### config.mk
export PLATFORM = sky130hd
export DESIGN_NAME = grid_pixel_renderer
export DESIGN_NICKNAME = d
export VERILOG_FILES = /design/src/rtl/grid_pixel_renderer.sv
export SDC_FILE = /design/constraint.sdc
export NUM_CORES = 1
export LEC_CHECK = 0
export ABC_AREA = 1
export CAP_MARGIN = 20
export CELL_PAD_IN_SITES_DETAIL_PLACEMENT = 0
export CELL_PAD_IN_SITES_GLOBAL_PLACEMENT = 1
export CORE_ASPECT_RATIO = 0.8
export CORE_UTILIZATION = 47
export DETAILED_ROUTE_END_ITERATION = 8
export PLACE_DENSITY = 0.94
export SETUP_SLACK_MARGIN = 0.05
export SYNTH_ARGS = -nofsm -noshare
export SYNTH_HDL_FRONTEND = slang
export SYNTH_SLANG_ARGS = --single-unit
### constraint.sdc
create_clock -name i_clk -period 5.18 [get_ports i_clk]
set_clock_uncertainty 0.05 [all_clocks]
set_input_delay 1.554 -clock i_clk [delete_from_list [all_inputs] [get_ports i_clk]]
set_output_delay 1.554 -clock i_clk [all_outputs]
set_load 0.005 [all_outputs]
### src/rtl/grid_pixel_renderer.sv
// Tile-map pixel renderer: a ROWS x COLS grid of cell states mapped through a palette,
// with optional cell borders, a blinking highlighted cell, a host write port and a full-grid clear.
module grid_pixel_renderer #(
    parameter int          ROWS         = 4,
    parameter int          COLS         = 5,
    parameter int          CELL_PX      = 50,
    parameter int          COORD_W      = 10,
    parameter int          STATE_W      = 2,
    parameter logic [63:0] PALETTE      = {8'h00, 8'h00, 8'h00, 8'h00, 8'hE0, 8'h1C, 8'h03, 8'h00},
    parameter logic [7:0]  BG_COLOR     = 8'h00,
    parameter logic [7:0]  LINE_COLOR   = 8'hFF,
    parameter int          BLINK_CYCLES = 12500000
) (
    input  logic               i_clk,
    input  logic               i_rst_n,
    input  logic [COORD_W-1:0] i_pixel_x,
    input  logic [COORD_W-1:0] i_pixel_y,
    output logic [7:0]         o_pixel_color,
    input  logic               i_lines_en,
    input  logic               i_hl_en,
    input  logic [3:0]         i_hl_row,
    input  logic [3:0]         i_hl_col,
    input  logic               i_wr_valid,
    output logic               o_wr_ready,
    input  logic [3:0]         i_wr_row,
    input  logic [3:0]         i_wr_col,
    input  logic [STATE_W-1:0] i_wr_data,
    output logic               o_wr_err,
    input  logic               i_clear_req,
    output logic               o_clear_done
);

    localparam int CELLS   = ROWS * COLS;
    localparam int IDX_W   = (CELLS > 1) ? $clog2(CELLS) : 1;
    localparam int BLINK_W = (BLINK_CYCLES > 1) ? $clog2(BLINK_CYCLES) : 1;
    localparam logic [BLINK_W-1:0] BLINK_LAST = BLINK_W'(BLINK_CYCLES - 1);
    localparam logic [IDX_W-1:0]   LAST_IDX   = IDX_W'(CELLS - 1);
    localparam logic [0:0] S_IDLE  = 1'b0;
    localparam logic [0:0] S_CLEAR = 1'b1;

    logic [0:0]         r_fsm;
    logic [IDX_W-1:0]   r_clr_idx;
    logic               r_wr_ready;
    logic               r_wr_err;
    logic               r_clear_done;
    logic [BLINK_W-1:0] r_blink_cnt;
    logic               r_blink;

    logic               w_wr_fire;
    logic               w_wr_in_range;
    logic [IDX_W-1:0]   w_wr_idx;
    logic [CELLS*STATE_W-1:0] w_cells;

    assign w_wr_fire     = i_wr_valid & r_wr_ready;
    assign w_wr_in_range = ({1'b0, i_wr_row} < 5'(ROWS)) && ({1'b0, i_wr_col} < 5'(COLS));
    assign w_wr_idx      = IDX_W'(i_wr_row * COLS + i_wr_col);

    // WR_READY is registered from the next state so it is high exactly while idle.
    always_ff @(posedge i_clk or negedge i_rst_n) begin
        if (!i_rst_n) begin
            r_fsm        <= S_IDLE;
            r_clr_idx    <= '0;
            r_wr_ready   <= 1'b0;
            r_clear_done <= 1'b0;
            r_wr_err     <= 1'b0;
        end else begin
            r_clear_done <= 1'b0;
            r_wr_err     <= w_wr_fire & ~w_wr_in_range;
            case (r_fsm)
                S_IDLE: begin
                    r_wr_ready <= ~i_clear_req;
                    if (i_clear_req) begin
                        r_fsm     <= S_CLEAR;
                        r_clr_idx <= '0;
                    end
                end
                S_CLEAR: begin
                    if (r_clr_idx == LAST_IDX) begin
                        r_fsm        <= S_IDLE;
                        r_wr_ready   <= 1'b1;
                        r_clear_done <= 1'b1;
                    end else begin
                        r_clr_idx <= r_clr_idx + 1'b1;
                    end
                end
                default: r_fsm <= S_IDLE;
            endcase
        end
    end

    genvar gi;
    generate
        for (gi = 0; gi < CELLS; gi++) begin : g_cell
            logic [STATE_W-1:0] r_cell;
            always_ff @(posedge i_clk or negedge i_rst_n) begin
                if (!i_rst_n) begin
                    r_cell <= '0;
                end else if (r_fsm == S_CLEAR && r_clr_idx == IDX_W'(gi)) begin
                    r_cell <= '0;
                end else if (w_wr_fire && w_wr_in_range && w_wr_idx == IDX_W'(gi)) begin
                    r_cell <= i_wr_data;
                end
            end
            assign w_cells[gi*STATE_W +: STATE_W] = r_cell;
        end
    endgenerate

    // Stage 1: coordinate to cell decode; divides are by a constant.
    logic [COORD_W-1:0] w_col;
    logic [COORD_W-1:0] w_row;
    logic               w_on_line;
    logic               w_in_grid;
    logic [IDX_W-1:0]   w_rd_idx;
    logic [STATE_W-1:0] w_rd_state;

    assign w_col      = COORD_W'(i_pixel_x / CELL_PX);
    assign w_row      = COORD_W'(i_pixel_y / CELL_PX);
    assign w_on_line  = ((i_pixel_x % CELL_PX) == 0) || ((i_pixel_y % CELL_PX) == 0);
    assign w_in_grid  = (w_row < COORD_W'(ROWS)) && (w_col < COORD_W'(COLS));
    assign w_rd_idx   = w_in_grid ? IDX_W'(w_row * COLS + w_col) : '0;
    assign w_rd_state = w_cells[w_rd_idx*STATE_W +: STATE_W];

    logic [3:0]         r_s1_row;
    logic [3:0]         r_s1_col;
    logic               r_s1_line;
    logic               r_s1_in_grid;
    logic [STATE_W-1:0] r_s1_state;
    logic [7:0]         r_color;

    always_ff @(posedge i_clk or negedge i_rst_n) begin
        if (!i_rst_n) begin
            r_s1_row     <= '0;
            r_s1_col     <= '0;
            r_s1_line    <= 1'b0;
            r_s1_in_grid <= 1'b0;
            r_s1_state   <= '0;
        end else begin
            r_s1_row     <= w_row[3:0];
            r_s1_col     <= w_col[3:0];
            r_s1_line    <= w_on_line;
            r_s1_in_grid <= w_in_grid;
            r_s1_state   <= w_rd_state;
        end
    end

    // Stage 2: colour priority.
    logic [7:0] w_palette;
    logic       w_hl_hit;
    logic [7:0] w_color_next;

    assign w_palette = PALETTE[8*r_s1_state +: 8];
    assign w_hl_hit  = i_hl_en && (r_s1_row == i_hl_row) && (r_s1_col == i_hl_col) && r_blink;

    always_comb begin
        w_color_next = w_palette;
        if (!r_s1_in_grid) begin
            w_color_next = BG_COLOR;
        end else if (i_lines_en && r_s1_line) begin
            w_color_next = LINE_COLOR;
        end else if (w_hl_hit) begin
            w_color_next = ~w_palette;
        end
    end

    always_ff @(posedge i_clk or negedge i_rst_n) begin
        if (!i_rst_n) begin
            r_color     <= 8'h00;
            r_blink_cnt <= '0;
            r_blink     <= 1'b0;
        end else begin
            r_color <= w_color_next;
            if (r_blink_cnt == BLINK_LAST) begin
                r_blink_cnt <= '0;
                r_blink     <= ~r_blink;
            end else begin
                r_blink_cnt <= r_blink_cnt + 1'b1;
            end
        end
    end

    assign o_pixel_color = r_color;
    assign o_wr_ready    = r_wr_ready;
    assign o_wr_err      = r_wr_err;
    assign o_clear_done  = r_clear_done;

endmodule

== Word level (Yosys, flattened, before mapping) ==
Index checks and enable logic that the tools add are counted.

* Memory bits (writable): 0
* Memories: 0
* Memory bits (read-only): 0
* Bits in latches: 0
* Output and inout bits: 11
* Register bits: 94

* Add/subtract/negate cells: 4
* Shift operators: 2
* $lt $le $gt $ge: 4
* Mux-type cells: 55
* $mul: 2
* Bitwise logic cells: 7
* Equality and inequality tests: 44
* Div/mod/pow operators: 4
* Reductions and logical operators: 73

{| class="wikitable"
|+ Operators with widths
! cell !! number
|-
| equality test 5 x 4 -> 1 bit, second input constant || 16
|-
| two-way mux 2 bit || 40
|-
| divider 10 x 6 -> 32 bit, second input constant || 2
|-
| zero test 32 bit || 2
|-
| modulo 10 x 6 -> 32 bit, second input constant || 2
|-
| variable part select 64 x 6 -> 8 bit, first input constant || 1
|-
| logical AND 1 bit || 47
|-
| equality test 5 x 3 -> 1 bit, second input constant || 8
|-
| equality test 5 bit, second input constant || 8
|-
| nonzero test 2 bit || 20
|-
| variable part select 40 x 7 -> 2 bit || 1
|-
| adder 24 x 1 -> 24 bit, second input constant || 1
|-
| equality test 24 bit, second input constant || 1
|-
| two-way mux 24 bit || 1
|-
| two-way mux 8 bit || 3
|-
| equality test 5 x 2 -> 1 bit, second input constant || 4
|-
| less-than comparator 10 x 3 -> 1 bit, second input constant || 2
|-
| two-way mux 5 bit || 3
|-
| equality test 5 x 1 -> 1 bit, second input constant || 2
|-
| zero test 5 bit || 2
|-
| multiplier 10 x 3 -> 5 bit, second input constant || 1
|-
| one-hot mux 5 bit (2 select lines) || 1
|-
| equality test 4 bit || 2
|-
| less-than comparator 4 x 3 -> 1 bit, second input constant || 2
|-
| 13 further kinds || 23
|}

== Longest topological paths before layout ==
* Depth in word-level cells: 7
* Depth in mapped cells: 44
* Depth with buffers taken out: 44

== Worst setup path before layout ==
OpenSTA, ideal clock, no wires.

* Path type: input to register
* From: input i_pixel_y[6]
* To: register r_s1_state[1]
* Setup slack: -0.890 ns
* Path buffers: 0
* Data required time: 5.065 ns
* Cell stages on the path: 35
* Data arrival time: 5.955 ns
* Path through: nor2_2 a21oi_1 ha_1 o21ai_0 nand2_2 nor2_4 inv_4 nand2_1 nand4_2 nand2_4 nand3_4 nand2_2 nand4_2 nand2_2 nand3_4 nand2_1 nand2_2 nor2_1 nand2_2 nand3_4 ha_1 inv_1 fa_1 inv_1 ha_1 inv_1 nor2_1 nor2_1 xor2_1 xor2_1 xnor2_1 nand2_1 inv_1 nand4_1 nand2_1

* Longest elaborated chain between the ends: 5
* Elaborated cells between the ends (all ways): 7
* Classes of those cells: add/sub: 1; mul: 1; div: 1; order compare: 1; shift: 1; mux: 1; reduce/logical: 1

{| class="wikitable"
|+ Ends and longest elaborated chain
! element !! RTL line !! RTL
|-
| start, declared || 17 || <nowiki>input logic [COORD_W-1:0] i_pixel_y,</nowiki>
|-
| divider 10 x 6 -> 32 bit * || 117 || <nowiki>assign w_row = COORD_W'(i_pixel_y / CELL_PX);</nowiki>
|-
| named net w_row[3] || 110 || <nowiki>logic [COORD_W-1:0] w_row;</nowiki>
|-
| multiplier 10 x 3 -> 5 bit / less-than comparator 10 x 3 -> 1 bit (equally long branches) || 120, 119 ||
|-
| adder 5 bit / logical AND 1 bit (equally long branches) || 120, 119 ||
|-
| two-way mux 5 bit * || 120 || <nowiki>assign w_rd_idx = w_in_grid ? IDX_W'(w_row * COLS + w_col) : '0;</nowiki>
|-
| variable part select 40 x 7 -> 2 bit * || 121 || <nowiki>assign w_rd_state = w_cells[w_rd_idx*STATE_W +: STATE_W];</nowiki>
|-
| named net w_rd_state[1] || 114 || <nowiki>logic [STATE_W-1:0] w_rd_state;</nowiki>
|-
| end signal, assigned || 142 || <nowiki>r_s1_state <= w_rd_state;</nowiki>
|-
| end, declared || 127 || <nowiki>logic [STATE_W-1:0] r_s1_state;</nowiki>
|}

Mark *: on every way through the listed nets, which the timed path passes. The rest lies on a longest branch.
A chain may end at the register's enable or synchronous reset.

== Worst setup path in the final report ==
* From: input i_pixel_y[5]
* To: register r_s1_state[0]

Same word-level chain as after synthesis.

==> Flow_metrics.wiki <==
{| class="wikitable"
! Metric !! Value
|-
| Top_reg_cell synth || sky130_fd_sc_hd__dfrtp_1
|-
| Placed insts || about 1400
|-
| Violated checks || setup timing
|-
| Number of synthesis warnings || 0
|-
| CTS H-tree depth || 3
|-
| Clock tree from TritonCTS || done
|-
| Setup TNS || -1.72 ns
|-
| Run status || complete, but fails checks
|-
| Starting utilization of the core area || 0.480
|-
| Final core utilization || 0.657
|-
| Critical path capture point type || flip-flop
|-
| Share of synthesized flip-flops with an asynchronous set or reset || 1.00
|-
| Number of synthesized flops with an enable pin || 0
|-
| Post-layout instance area || 0.00983 sq mm
|-
| Final number of hold-violating endpoints || 0
|-
| Most numerous cell in the Yosys netlist || sky130_fd_sc_hd__nand2_1
|-
| Most used cell, CP || sky130_fd_sc_hd__nand2_2
|-
| Tot GR Track Use || 0.246
|-
| Area contributors post-synth || sky130_fd_sc_hd__dfrtp_1 (31%), sky130_fd_sc_hd__nand2_1 (12%), sky130_fd_sc_hd__inv_1 (7.7%), sky130_fd_sc_hd__nor2_1 (5.9%), sky130_fd_sc_hd__ha_1 (4.9%)
|-
| Die Width || 140 um
|-
| Power density over cell area || 381 mW/mm^2
|-
| Total wirelength of the detailed-routed design || 19.5 mm
|-
| Antenna diodes || 0
|-
| CTS clk-pin slew, worst paths || 0.07 ns
|-
| Worst-path cell with the longest stage delay || sky130_fd_sc_hd__fa_1
|-
| Min cycle time layout || roughly 6.0 ns
|-
| Instance area after placement || ~0.0088 sq mm
|-
| Register area || approximately 0.0022 sq mm
|-
| Fin nets || about 1300
|-
| Final Wtd Congestion || approximately 0.82
|-
| Detailed router's first-iteration violation count || ~450
|-
| Count of input and output buffers || 54
|-
| Avg Vias per Cell || about 5.2
|-
| CP arrival || 6.27 ns
|-
| Clock sink total || ~90
|-
| Synthesized Nets || 1089
|-
| Commonest cells post-synth || sky130_fd_sc_hd__nand2_1 (230), sky130_fd_sc_hd__inv_1 (148), sky130_fd_sc_hd__nor2_1 (113)
|-
| Count of cell types in the netlist || 47
|-
| Class of the worst hold path || flip-flop to flip-flop
|-
| Tightest Pin Transition || 0.916 ns
|-
| Kind of launch point of the worst setup path || input pin
|-
| Mapped Avg Cell Area || 7.09 sq um
|-
| Maximum Capacitance Violations || 0
|-
| Clock tree root driver cell || sky130_fd_sc_hd__clkbuf_16
|-
| Final non-filler cell total || about 1400
|-
| Number of fill cells in the layout || about 1300
|-
| Pin count of the biggest net entering global routing || 59
|-
| First-pass GRT wire length || approximately 32 mm
|-
| Library cell occupying the most area in the post-synthesis netlist || sky130_fd_sc_hd__dfrtp_1
|-
| Clock latency on the worst-skew pair || between 0.3 and 0.4 ns
|-
| Detailed-routing iteration count for the pre-antenna-repair pass || 5
|-
| Routed len/inst || roughly 14 um
|-
| Antenna-violating nets left || 0
|-
| Cells after Synth || approximately 1000
|-
| Top Ports || 55
|-
| Leakage power total || 4.91 nW
|-
| Post-synthesis instance area || slightly above 0.007 sq mm
|-
| Share of post-route cells with drive strength above 1 || 0.275
|-
| Classification of the worst setup path || input pin to flip-flop
|-
| Final Worst Setup Slack || -0.864 ns
|-
| Pins over their slew limit || 0
|-
| Seq cells post-synth || 89
|-
| Worst path required time || roughly 5.4 ns
|-
| Maximum fanout along the worst path || 5
|-
| Max Fclk || 0.165 GHz
|-
| Residual DRC || 0
|-
| Detailed-route via count || ~7400
|-
| Setup repair after global routing missed its margin || yes
|-
| Number of hold buffers added after cts || 0
|-
| Initial antenna violation count || 0
|-
| Max-slew headroom || 0.384
|-
| Multi-input gate area || approximately 0.0046 sq mm
|-
| Final count of negative-setup-slack endpoints || 2
|-
| Total Die Area || about 0.016 sq mm
|-
| Area Overhead vs Synth || 37.0%
|-
| Clock Path Buffers || 2
|-
| Std cell rows || 40
|-
| Chip Height || around 110 um
|-
| Detail Placement HPWL || between 10 and 15 mm
|-
| CTS buffer count || 9
|-
| Max stage delay on crit path || between 0.4 and 0.5 ns
|-
| Tcrit/Tclk final || 1.17
|-
| Core Footprint || approximately 0.015 sq mm
|-
| Total gr overflow || 0
|-
| Worst R2R Setup Slack || about 2.1 ns
|-
| Via count of the first global-routing pass || about 6700
|-
| Fraction of post-synthesis cell area in the top cell type by area || 0.310
|-
| Maximum vdd drop || 0.000241 V
|-
| Sequential fraction of the synthesis area || 0.310
|}
## cell usage in the layout, fill, tap and decap left out, drive strengths merged, types with 2 or more instances in the layout
cell type | synthesis | final
clkbuf | 6 | 10
ha | 28 | 28
nand4 | 57 | 57
o22ai | 4 | 4
dfrtp | 89 | 89
or2 | 5 | 5
nor2 | 125 | 125
o211ai | 5 | 5
and3b | 2 | 2
clkinv | 3 | 7
nor3b | 6 | 6
a31oi | 6 | 6
o21bai | 2 | 2
o31ai | 40 | 40
nand2 | 262 | 262
buf | 13 | 178
fa | 4 | 4
inv | 161 | 163
a21oi | 42 | 42
nor3 | 17 | 17
xnor2 | 9 | 9
nor4 | 7 | 7
dlymetal6s2s | 0 | 5
nand3 | 68 | 69
nand3b | 4 | 4
o21ai | 26 | 26
clkdlybuf4s50 | 0 | 43
xor2 | 18 | 18
## cell families (layout without fill, tap and decap cells)
| kind of cell | after synthesis | after routing | share of synthesized area |
|---|---|---|---|
| AO/OA/AOI/OAI | 129 | 129 | 0.111 |
| XOR/XNOR | 27 | 27 | 0.0329 |
| adder cells (fa/ha/maj) | 32 | 32 | 0.0600 |
| buffers and inverters | 183 | 407 | 0.103 |
| flip-flops | 89 | 89 | 0.310 |
| AND/OR/NAND/NOR | 553 | 554 | 0.383 |
## metrics by stage
step	setup slack (ns)	hold slack [ns]	total power, W
2_1_floorplan	-0.780	0.383	0.00211
3_3_place_gp	-1.38	0.401	0.00271
3_5_place_dp	-1.58	0.415	0.00274
4_1_cts	-0.674	0.427	0.00354
5_1_grt	-1.18	0.445	0.00404
6_report	-0.864	0.418	0.00375
## flip-flops by register name, summed over array words and instances (netlist names)
register       flops
r_s1_in_grid       1
r_fsm              1
r_blink_cnt       24
r_s1_line          1
g_cell.r_cell     40
r_blink            1
o_wr_err           1
r_clr_idx          5
r_s1_row           4
r_s1_col           4
o_pixel_color      3
o_clear_done       1
r_s1_state         2
o_wr_ready         1
## where the power goes
part	internal [W]	switching, W	leakage [nW]	total, W
clock network	0.000340	0.000302	0.146	0.000641
logic	0.000990	0.00121	3.61	0.00220
registers	0.000819	0.0000840	1.16	0.000903
total	0.00215	0.00160	4.91	0.00375
## final timing paths
path	from	end	cells past startpoint
worst max-delay path	i_pixel_y[5]	r_s1_state[0]$_DFF_PN0_	42
worst min-delay path	r_blink_cnt[0]$_DFF_PN0_	r_blink_cnt[0]$_DFF_PN0_	1
worst max register to register	r_blink_cnt[2]$_DFF_PN0_	r_blink_cnt[23]$_DFF_PN0_	19
worst min register to register	r_blink_cnt[0]$_DFF_PN0_	r_blink_cnt[0]$_DFF_PN0_	1
max in group asynchronous	i_rst_n	o_clear_done$_DFF_PN0_	2
min in group asynchronous	i_rst_n	r_s1_row[3]$_DFF_PN0_	1
## worst max-delay path: cells and delay by family
kind / cells / cell delay [ns]
AND/OR/NAND/NOR: 25 / 2.23
buffers and inverters: 10 / 0.85
adder cells (fa/ha/maj): 3 / 0.83
XOR/XNOR: 3 / 0.51
AO/OA/AOI/OAI: 1 / 0.28
## repair_timing
| action | CTS | global route |
|---|---|---|
| setup endpoints to repair | 3 | 4 |
| hold endpoints to repair | 0 | 0 |
| resized for setup | 66 | 39 |
| pin swaps | 53 | 28 |
| gates cloned | 1 | 0 |
| buffers inserted | 37 | 17 |
## area by class of cell
cell class,count,share of cell area
Tap cell,189,0.0240
Clock inverter,7,0.00725
Multi-Input combinational cell,742,0.464
Inverter,164,0.0642
Clock buffer,9,0.0229
Sequential cell,89,0.226
Timing Repair Buffer,227,0.191
## layer usage
metal  GRT usage  wire length, um
met5           0                0
met4      0.0527              170
met3      0.0427              986
met2       0.389             8910
met1       0.353             9400
No activity file was read; power rests on OpenSTA's default activity.
